<file path="src/rtl/timer_cmp_irq_pkg.sv">
// Shared constants and FSM state type for the timer compare/interrupt block.
package timer_cmp_irq_pkg;

    localparam logic [3:0] ADDR_CMP    = 4'h1;
    localparam logic [3:0] ADDR_CTRL   = 4'h2;
    localparam logic [3:0] ADDR_STATUS = 4'h3;
    localparam logic [3:0] ADDR_CAP    = 4'h4;

    localparam int unsigned CTRL_EN   = 0;
    localparam int unsigned CTRL_PER  = 1;
    localparam int unsigned CTRL_IE   = 2;
    localparam int unsigned STAT_PEND = 0;
    localparam int unsigned STAT_OVR  = 1;

    localparam logic [15:0] CMP_RST = 16'hFFFF;

    typedef enum logic [1:0] {
        S_IDLE  = 2'd0,
        S_ARMED = 2'd1,
        S_HOLD  = 2'd2
    } state_t;

endpackage

</file>
<file path="src/rtl/timer_cmp_irq_if.sv">
// Peripheral register bus between the CPU side and the compare block.
interface timer_cmp_irq_if;

    logic [15:0] addr;
    logic [15:0] wdata;
    logic        we;
    logic [15:0] rdata;

    modport master (output addr, output wdata, output we, input rdata);
    modport slave  (input addr, input wdata, input we, output rdata);

endinterface

</file>
<file path="src/rtl/timer_cmp_edge_det.sv">
// Registered rising-edge detector; o_rise pulses one cycle after i_sig rises.
module timer_cmp_edge_det (
    input  logic clk,
    input  logic rst,
    input  logic i_sig,
    output logic o_rise
);

    logic r_prev;
    logic r_rise;

    always_ff @(posedge clk or posedge rst) begin
        if (rst) begin
            r_prev <= 1'b0;
            r_rise <= 1'b0;
        end else begin
            r_prev <= i_sig;
            r_rise <= i_sig & ~r_prev;
        end
    end

    assign o_rise = r_rise;

endmodule

</file>
<file path="src/rtl/timer_cmp_irq.sv">
// Compare-match interrupt peripheral: CMP/CTRL/STATUS registers, match FSM.
// Optional capture register enabled by defining TIMER_CMP_CAPTURE_EN.
module timer_cmp_irq
    import timer_cmp_irq_pkg::*;
(
    input  logic                 clk,
    input  logic                 rst,
    timer_cmp_irq_if.slave       bus,
    input  logic [15:0]          count,
    output logic                 irq,
`ifdef TIMER_CMP_CAPTURE_EN
    input  logic                 cap_in,
`endif
    input  logic                 irq_ack
);

    state_t      r_state;
    logic [15:0] r_cmp;
    logic        r_en;
    logic        r_per;
    logic        r_ie;
    logic        r_pend;
    logic        r_ovr;

    logic [3:0]  w_off;
    logic        w_wr_cmp;
    logic        w_wr_ctrl;
    logic        w_wr_stat;
    logic        w_match;
    logic        w_clr_pend;
    logic        w_clr_ovr;
    logic        w_unused;

    assign w_off      = bus.addr[3:0];
    assign w_wr_cmp   = bus.we && (w_off == ADDR_CMP);
    assign w_wr_ctrl  = bus.we && (w_off == ADDR_CTRL);
    assign w_wr_stat  = bus.we && (w_off == ADDR_STATUS);
    assign w_match    = (r_state == S_ARMED) && (count == r_cmp);
    assign w_clr_pend = irq_ack || (w_wr_stat && bus.wdata[STAT_PEND]);
    assign w_clr_ovr  = w_wr_stat && bus.wdata[STAT_OVR];
    assign w_unused   = &{1'b0, bus.addr[15:4]};

    always_ff @(posedge clk or posedge rst) begin
        if (rst) begin
            r_state <= S_IDLE;
            r_cmp   <= CMP_RST;
            r_en    <= 1'b0;
            r_per   <= 1'b0;
            r_ie    <= 1'b0;
            r_pend  <= 1'b0;
            r_ovr   <= 1'b0;
        end else begin
            if (w_wr_cmp)
                r_cmp <= bus.wdata;

            if (w_wr_ctrl) begin
                r_en  <= bus.wdata[CTRL_EN];
                r_per <= bus.wdata[CTRL_PER];
                r_ie  <= bus.wdata[CTRL_IE];
            end else if (w_match && !r_per) begin
                r_en <= 1'b0;
            end

            // Register writes take priority over the match-driven transitions.
            if (w_wr_ctrl && !bus.wdata[CTRL_EN]) begin
                r_state <= S_IDLE;
            end else if (w_wr_ctrl && (r_state == S_IDLE)) begin
                r_state <= S_ARMED;
            end else if (w_wr_cmp && (r_state != S_IDLE)) begin
                r_state <= S_ARMED;
            end else begin
                case (r_state)
                    S_ARMED: if (w_match) r_state <= r_per ? S_HOLD : S_IDLE;
                    S_HOLD:  if (count != r_cmp) r_state <= S_ARMED;
                    default: r_state <= r_state;
                endcase
            end

            // A match beats a same-cycle clear, and then does not count as overrun.
            if (w_match)
                r_pend <= 1'b1;
            else if (w_clr_pend)
                r_pend <= 1'b0;

            if (w_match && r_pend && !w_clr_pend)
                r_ovr <= 1'b1;
            else if (w_clr_ovr)
                r_ovr <= 1'b0;
        end
    end

    assign irq = r_pend & r_ie;

`ifdef TIMER_CMP_CAPTURE_EN
    logic        w_cap_rise;
    logic [15:0] r_cap;

    timer_cmp_edge_det u_edge_det (
        .clk    (clk),
        .rst    (rst),
        .i_sig  (cap_in),
        .o_rise (w_cap_rise)
    );

    always_ff @(posedge clk or posedge rst) begin
        if (rst)
            r_cap <= '0;
        else if (w_cap_rise)
            r_cap <= count;
    end
`endif

    always_comb begin
        bus.rdata = '0;
        case (w_off)
            ADDR_CMP:    bus.rdata = r_cmp;
            ADDR_CTRL:   bus.rdata = {13'd0, r_ie, r_per, r_en};
            ADDR_STATUS: bus.rdata = {14'd0, r_ovr, r_pend};
`ifdef TIMER_CMP_CAPTURE_EN
            ADDR_CAP:    bus.rdata = r_cap;
`endif
            default:     bus.rdata = '0;
        endcase
    end

endmodule

</file>
<file path="src/flat_wrapper.sv">
// flat-port wrapper written by rule: the top's interface ports become plain ports
module timer_cmp_irq_flat import timer_cmp_irq_pkg::*;
  (clk, rst, count, irq, irq_ack, bus_addr, bus_wdata, bus_we, bus_rdata);
  timer_cmp_irq_if bus_i ();
  input  logic clk;
  input  logic rst;
  input  logic [15:0] count;
  output logic irq;
  input  logic irq_ack;
  input wire logic [$bits(bus_i.addr)-1:0] bus_addr;
  input wire logic [$bits(bus_i.wdata)-1:0] bus_wdata;
  input wire logic [$bits(bus_i.we)-1:0] bus_we;
  output wire logic [$bits(bus_i.rdata)-1:0] bus_rdata;
  assign bus_i.addr = bus_addr;
  assign bus_i.wdata = bus_wdata;
  assign bus_i.we = bus_we;
  assign bus_rdata = bus_i.rdata;
  timer_cmp_irq u_core (.clk(clk), .rst(rst), .bus(bus_i), .count(count), .irq(irq), .irq_ack(irq_ack));
endmodule
</file>
<file path="config.mk">
export PLATFORM = sky130hd
export DESIGN_NAME = timer_cmp_irq_flat
export DESIGN_NICKNAME = d
export VERILOG_FILES = /design/src/rtl/timer_cmp_irq_pkg.sv /design/src/rtl/timer_cmp_irq_if.sv /design/src/rtl/timer_cmp_edge_det.sv /design/src/rtl/timer_cmp_irq.sv /design/src/flat_wrapper.sv
export SDC_FILE = /design/constraint.sdc
export NUM_CORES = 1
export LEC_CHECK = 0
export CORE_MARGIN = 8
export CORE_UTILIZATION = 41
export CTS_BUF_LIST = sky130_fd_sc_hd__clkbuf_4
export DETAILED_ROUTE_END_ITERATION = 6
export PLACE_DENSITY = 0.87
export RECOVER_POWER = 25
export SETUP_SLACK_MARGIN = 0.1
export SYNTH_ARGS = -nofsm -noshare
export SYNTH_HDL_FRONTEND = slang
export SYNTH_SLANG_ARGS = --single-unit
</file>
<file path="constraint.sdc">
create_clock -name clk -period 2.1 [get_ports clk]
set_input_delay 0.42 -clock clk [delete_from_list [all_inputs] [get_ports clk]]
set_output_delay 0.42 -clock clk [all_outputs]
set_load 0.05 [all_outputs]
</file>
==> summary.md, run 1 <==
| Metric | Value |
|---|---|
| Final hold vios | 0 |
| FF-to-FF path depth | 5 |
| Final setup viols | 0 |
| Synth Area in Adders | 0% |
| H-tree depth | 1 |
| # IOs | 69 |
| Static leakage | 0.987 nW |
| Worst EP required | 1.68 ns |
| CTS root buffer | clkbuf_4 |
| Die height | 73.0 um |
| Congestion Overflow GR | 0 |
| Total number of vias | 1191 |
| Final period util | 92.8% |
| Via-to-Cell Ratio | 5.11 |
| Overall power | 1.30 mW |
| CTS sink count | 23 |
| Clock Skews | 0.00591 ns |
| Final Non-Filler Cells | 233 |
| CTS tree | built |
| Synth area leader | dfstp_2 |
| Post-route DRC | 0 |
| Cell with the most instances after synthesis | mux2_2 |
| Ys flop type | dfstp_2 |
| Max VDD drop | 353 uV |
| Worst-margin pin slew | 1.18 ns |
| FF-to-FF setup slack | 0.21 ns |
| Ant diodes | 0 |
| PortBufs | 56 |
| Die footprint | 5330 um2 |
| Post-Syn Nets | 170 |
| WL/cell | 17.5 um |
| Worst path bufs/invs | 2 |
| Crit path launch | bus_addr[1] |
| Worst min path class | in2async |
| Fin crit period | 1.95 ns |
| Critical path cell sequence | dlygate4sd2_1 -> and2b_2 -> a22oi_1 -> nor3_2 -> buf_12 |
| Max-slew headroom | 21.3% |
| Sequential element share of the synthesized area | 44.7% |
| Core area | 3080 um2 |
| Die Wd | 73.0 um |
| Share of layout cells above drive strength 1 | 45.5% |
| Ys async rst share | 100% |
| Mux cell area share after synthesis | 15.2% |
| Largest stage delay, worst path | 0.29 ns |
| FF-to-FF End | u_core.r_ovr |
| Worst Setup EP | bus_rdata[1] |
| Layout area overhead | 71.2% |
| CP max-delay cell | dlygate4sd2_1 |
| Area share of the largest cell type after synthesis | 31.5% |
| Routability-driven placement congestion ratio | 0.884 |
| HPWL after DPL | 3220 um |
| R2r startpoint | u_core.r_cmp[11] |
| Post-Synth XOR/XNOR Area | 11.2% |
| RSZ-0062 raised after global routing | no |
| Combinational family with the most area after synthesis | simple AND/OR/NAND/NOR gates |
| # Post-CTS Setup Buffers | 0 |
| Detailed-route wire length | 4070 um |
| Syn Area/Cell | 11.3 um2 |
| Max_cap viols | 0 |
| Largest net degree at the start of global routing | 23 |
| CP Launch Type | primary input |
| CP arrival | 1.53 ns |
| Unique cell type count in the Yosys netlist | 32 |
| Drt first pass iters | 4 |
| Post-Synth Simple-Gate Area | 19.0% |
| Setup tns final | 0 ns |
| Synth cell count leaders | mux2_2 (18), xor2_1 (17), dfstp_2 (16), and2_1 (13), dfrtp_1 (7) |
| Post-synth EDFFs | 0 |
| Maximum clock frequency | 513 MHz |
| Synth top area cells | dfstp_2 (32%), mux2_2 (15%), dfrtp_1 (13%), xor2_1 (11%), and2_1 (6.1%) |
| Initial antenna violation count | 0 |
| FP Rows | 20 |
| GRT Resource Usage Total | 15.6% |
| Critical path capture point type | primary output |
| Syn Inst Count | 118 |
| Clock transition at path regs | 0.14 ns |
| Pwr dens | 568 nW/um2 |
| Yosys reg bits | 23 |
| Vias in the first global route | 1285 |
| Iteration-0 DRC Markers | 56 |
| TritonCTS buffer count | 3 |
| Post-Place Setup Slack | -0.108 ns |
| Final worst hold slack | 0.510 ns |
| Setup Crit Path Kind | in2out |
| # hold bufs at CTS | 0 |
| Stages on the worst setup path | 5 |
| Max Slew Vio Count | 0 |
| ANT nets after route | 0 |
| Clock buffer depth | 2 |
| Final #Nets | 242 |
| Final WS setup | 0.150 ns |
| Starting Density | 43.3% |
| Worst-Skew Late Latency | 0.34 ns |
| Placed Cells | 228 |
| Syn. warnings | 0 |
| Synthesized area | 1330 um2 |
| Critical Path Fanout Max | 5 |
| Fillers | 208 |
| First-pass GRT wire length | 6410 um |
| Crit-path leading delay family | simple AND/OR/NAND/NOR gates |
| Outcome | completed |
| Compound-gate portion of the synthesized area | 7.98% |
==> placed cells by master (no fill, tap or decap), drive strengths merged <==
master / Yosys / final
a211oi: 1 / 1
a21o: 1 / 1
a21oi: 2 / 2
a22o: 1 / 1
a22oi: 3 / 3
a311oi: 1 / 1
and2: 14 / 14
and2b: 1 / 1
and3: 1 / 1
buf: 1 / 28
clkbuf: 1 / 5
clkdlybuf4s50: 0 / 34
clkinv: 0 / 1
dfrtp: 7 / 7
dfstp: 16 / 16
dlygate4sd2: 0 / 3
dlygate4sd3: 0 / 1
dlymetal6s2s: 0 / 1
inv: 3 / 3
mux2: 18 / 18
nand2: 6 / 6
nand2b: 1 / 1
nand4: 1 / 1
nor2: 3 / 3
nor2b: 1 / 1
nor3: 4 / 4
nor3b: 2 / 2
nor4: 4 / 4
o211ai: 1 / 1
o21ai: 3 / 3
o2bb2ai: 2 / 2
or2: 1 / 1
or2b: 1 / 1
xor2: 17 / 17
==> kinds of logic (layout without fill, tap and decap cells) <==
family	Yosys count	after routing
XOR/XNOR	17	17
multiplexers	18	18
flip-flops	23	23
AND/OR/NAND/NOR	40	40
buffers and inverters	5	76
AO/OA/AOI/OAI	15	15
==> registers in the layout, indices dropped and copies added (netlist names) <==
| signal | flops |
|---|---|
| u_core.r_cmp | 16 |
| u_core.r_ovr | 1 |
| u_core.r_en | 1 |
| u_core.r_ie | 1 |
| u_core.r_state | 2 |
| u_core.r_per | 1 |
| u_core.r_pend | 1 |
==> per-stage QoR <==
stage / util [%] / instance area (um2)
2_1_floorplan: - / 1350
3_3_place_gp: 71.8 / 2210
3_5_place_dp: 71.8 / 2210
4_1_cts: 73.7 / 2270
5_1_grt: 74.1 / 2280
6_report: 74.1 / 2280
==> per-layer routing <==
| metal | up-vias | GRT usage [%] | part of all wire (%) |
|---|---|---|---|
| met4 | 0 | 7.56 | 2.6 |
| met5 | - | 0 | 0 |
| met3 | 9 | 2.06 | 4.5 |
| met1 | 579 | 17.1 | 38 |
| li1 | 556 | - | - |
| met2 | 47 | 28.5 | 55 |
==> area by class of cell <==
type	instances	area, um2	area share [%]
sequential	23	596	26.1
clock buffer	3	22.5	0.987
inverter	3	11.3	0.494
timing repair buffer	69	828	36.3
clock inverter	1	5.00	0.219
multi-input combinational	90	763	33.5
tap	44	55.1	2.41
==> how the worst min path moves through the flow <==
stage,endpoint,slack (ns),depth (start not counted)
6_report,u_core.r_cmp[6],0.51,2
5_1_grt,u_core.r_cmp[6],0.54,2
4_1_cts,u_core.r_cmp[6],0.37,2
3_5_place_dp,u_core.r_ovr,0.50,1
3_3_place_gp,u_core.r_ovr,0.49,1
2_1_floorplan,u_core.r_en,0.41,1
==> where the power goes <==
| group | switching (mW) | internal, mW | total, mW |
|---|---|---|---|
| logic | 0.166 | 0.236 | 0.403 |
| registers | 0.0807 | 0.586 | 0.667 |
| clock network | 0.155 | 0.0718 | 0.227 |
==> what timing repair did <==
action | CTS | global route
pin swaps | 1 | 2
gates resized for setup | 12 | 11
cloned | 1 | 0
endpoints found under the setup margin | 17 | 15
Power figures use the tool's default switching activity.
==> run 2, diff against run 1 <==
--- a/config.mk
+++ b/config.mk
@@ -9,6 +9,7 @@
 export CORE_UTILIZATION = 41
 export CTS_BUF_LIST = sky130_fd_sc_hd__clkbuf_4
 export DETAILED_ROUTE_END_ITERATION = 6
+export GPL_TIMING_DRIVEN = 0
 export PLACE_DENSITY = 0.87
 export RECOVER_POWER = 25
 export SETUP_SLACK_MARGIN = 0.1
==> constraint.sdc (replaced) <==
create_clock -name clk -period 2.1 [get_ports clk]
set_input_delay 0.63 -clock clk [delete_from_list [all_inputs] [get_ports clk]]
set_output_delay 0.63 -clock clk [all_outputs]
set_load 0.05 [all_outputs]
==> run 2 against run 1 <==
Against the previous run:
- the run now ends with negative setup slack left
- fmax down 12%
- sequential share of layout area down 0.20 points
- sequential cell count unchanged
- sequential power is 1% higher
- largest cell class is now multi-input combinational cells
- via count is 2.0% lower
- critical path depth up 1
- die area unchanged
- setup slack worse by 0.26 ns
- critical endpoint is now bus_rdata[14]
- non-clock buffer count down 2
- cell area increased by 0.77%
==> summary.md, run 2 (synthesis results as in run 1) <==
| Metric | Value |
|---|---|
| Clock buffer depth | 2 (unchanged) |
| First-pass GRT wire length | 5890 um (-8.2%) |
| Max reg flops | 16 (unchanged) |
| Detailed-route wire length | 4060 um (-0.37%) |
| RSZ-0062 raised after global routing | yes |
| Biggest regs | u_core.r_cmp x16, u_core.r_state x2 |
| Met2 usage in global routing | 22.2% (-6.3 points) |
| Congestion Overflow GR | 0 (unchanged) |
| Overall power | 1.31 mW (+1.0%) |
| PortBufs | 56 (unchanged) |
| Max-slew headroom | 42.5% (+21 points) |
| Commonest non-fill, non-tap cell in the layout | clkdlybuf4s50_1 |
| Failing checks | negative setup slack |
| Top reg by flops | u_core.r_cmp |
| Outcome | finished, violations left |
| Layout area overhead | 72.5% |
| Vias in the first global route | 1215 (-5.4%) |
| Post-layout util | 74.7% (+0.57 points) |
| WL/cell | 17.6 um (+0.49%) |
| Share of layout cells above drive strength 1 | 55.6% (+10 points) |
| R2r startpoint | u_core.r_cmp[14] |
| Max_cap viols | 0 (unchanged) |
| Final setup viols | 15 (+15) |
| CTS root buffer | clkbuf_4 |
| Placed Cells | 218 (-4.4%) |
| Crit path launch | bus_addr[1] |
| CP arrival | 1.58 ns (+0.05 ns) |
| Worst min path class | reg2reg |
| Setup Crit Path Kind | in2out |
| Final WS setup | -0.114 ns (-0.265 ns) |
| Starting Density | 43.3% (unchanged) |
| CP Launch Type | primary input |
| Max Slew Vio Count | 0 (unchanged) |
| M3 GR Usage | 4.40% (+2.3 points) |
| Clock Skews | 0.00197 ns (-0.00394 ns) |
| Largest net degree at the start of global routing | 24 (+4.3%) |
| Final #Nets | 240 (-0.83%) |
| Initial antenna violation count | 0 (unchanged) |
| Hold Startpoint | u_core.r_ovr |
| Ant diodes | 0 (unchanged) |
| # hold bufs at CTS | 0 (unchanged) |
| Iteration-0 DRC Markers | 21 (-63%) |
| Worst-Skew Late Latency | 0.32 ns (-0.02 ns) |
| Max VDD drop | 377 uV (+6.8%) |
| Final hold vios | 0 (unchanged) |
| Via-to-Cell Ratio | 5.05 (-1.2%) |
| Core area | 3080 um2 (unchanged) |
| Most frequent cells in the layout | clkdlybuf4s50_1 (23), mux2_2 (17), xor2_1 (16), dfstp_2 (16), buf_8 (14) |
| Drt first pass iters | 4 (unchanged) |
| Gr busiest metal | met2 |
| CTS sink count | 23 (unchanged) |
| H-tree depth | 1 (unchanged) |
| CTS tree | built |
| Worst-margin pin slew | 0.862 ns (-0.318 ns) |
| Final Non-Filler Cells | 231 (-0.86%) |
| TritonCTS buffer count | 3 (unchanged) |
| GRT Resource Usage Total | 13.9% (-1.7 points) |
| Post-route DRC | 0 (unchanged) |
| Critical Path Fanout Max | 5 (unchanged) |
| Setup tns final | -1.32 ns (-1.32 ns) |
| Die height | 73.0 um (unchanged) |
| WHS Path Cells | 1 |
| Total number of vias | 1167 (-2.0%) |
| Pwr dens | 570 nW/um2 (+0.26%) |
| Worst EP required | 1.47 ns (-0.21 ns) |
| # IOs | 69 (unchanged) |
| Routability-driven placement congestion ratio | 0.857 (-3.1%) |
| ANT nets after route | 0 (unchanged) |
| Clock transition at path regs | 0.13 ns (about the same) |
| Static leakage | 1.08 nW (+9.2%) |
| FF-to-FF path depth | 5 (unchanged) |
| M1 GR Usage | 17.2% (+0.055 points) |
| HPWL after DPL | 2910 um (-9.6%) |
| FP Rows | 20 (unchanged) |
| Critical path capture point type | primary output |
| Maximum clock frequency | 452 MHz (-12%) |
| Die Wd | 73.0 um (unchanged) |
| Die footprint | 5330 um2 (unchanged) |
| Final period util | 105% (+13 points) |
| Fin crit period | 2.21 ns (+0.265 ns) |
==> run 2: what timing repair did <==
action,in CTS,in global routing
cloned,1,0
pin swaps,15,10
setup endpoints to repair,28,20
gates resized for setup,159,23
buffers inserted,6,2
==> run 2: worst max-delay path, cell delays in order <==
cell	delay, ns
buf_8	0.09
nand2b_4	0.14
nor3_4	0.23
clkbuf_8	0.21
and2_4	0.14
buf_8	0.14
==> run 2: stage by stage <==
stage               instance area [um2]  hold WS (ns)  worst slack, ns
CTS                                2210         0.528           -0.158
global route                       2300         0.553           -0.158
global placement                   2020         0.491            -1.38
finish                             2300         0.529           -0.114
detailed placement                 2020         0.492            -1.41
floorplan                          1410         0.471           0.0305
==> run 2: cell type report <==
cell class / count / area (um2)
Inverter: 3 / 11.3
Clock buffer: 3 / 22.5
Multi-Input combinational cell: 90 / 851
Fill cell: 219 / 779
Buffer: 2 / 25.0
Clock inverter: 1 / 5.00
Timing Repair Buffer: 65 / 733
Tap cell: 44 / 55.1
Sequential cell: 23 / 596
==> run 2: where the power goes <==
group | total [mW] | internal [mW] | switching (mW)
Combinational | 0.425 | 0.237 | 0.188
Sequential | 0.674 | 0.586 | 0.0876
Clock | 0.211 | 0.0713 | 0.140
Total | 1.31 | 0.894 | 0.416
==> run 2: path summary, 6_finish.rpt <==
path	endpoint	slack, ns
max	bus_rdata[14]	-0.11
min	u_core.r_ovr	0.53
max reg2reg	u_core.r_en	0.29
min reg2reg	u_core.r_ovr	0.53
max in group asynchronous	u_core.r_ovr	0.65
min in group asynchronous	u_core.r_ie	0.93
==> run 2: metal layers <==
layer / vias up / share of wire [%] / wire length (um)
met4: 0 / 0.69 / 28
met5: - / 0 / 0
li1: 549 / - / -
met2: 50 / 49 / 1980
met3: 4 / 7.8 / 317
met1: 564 / 43 / 1740
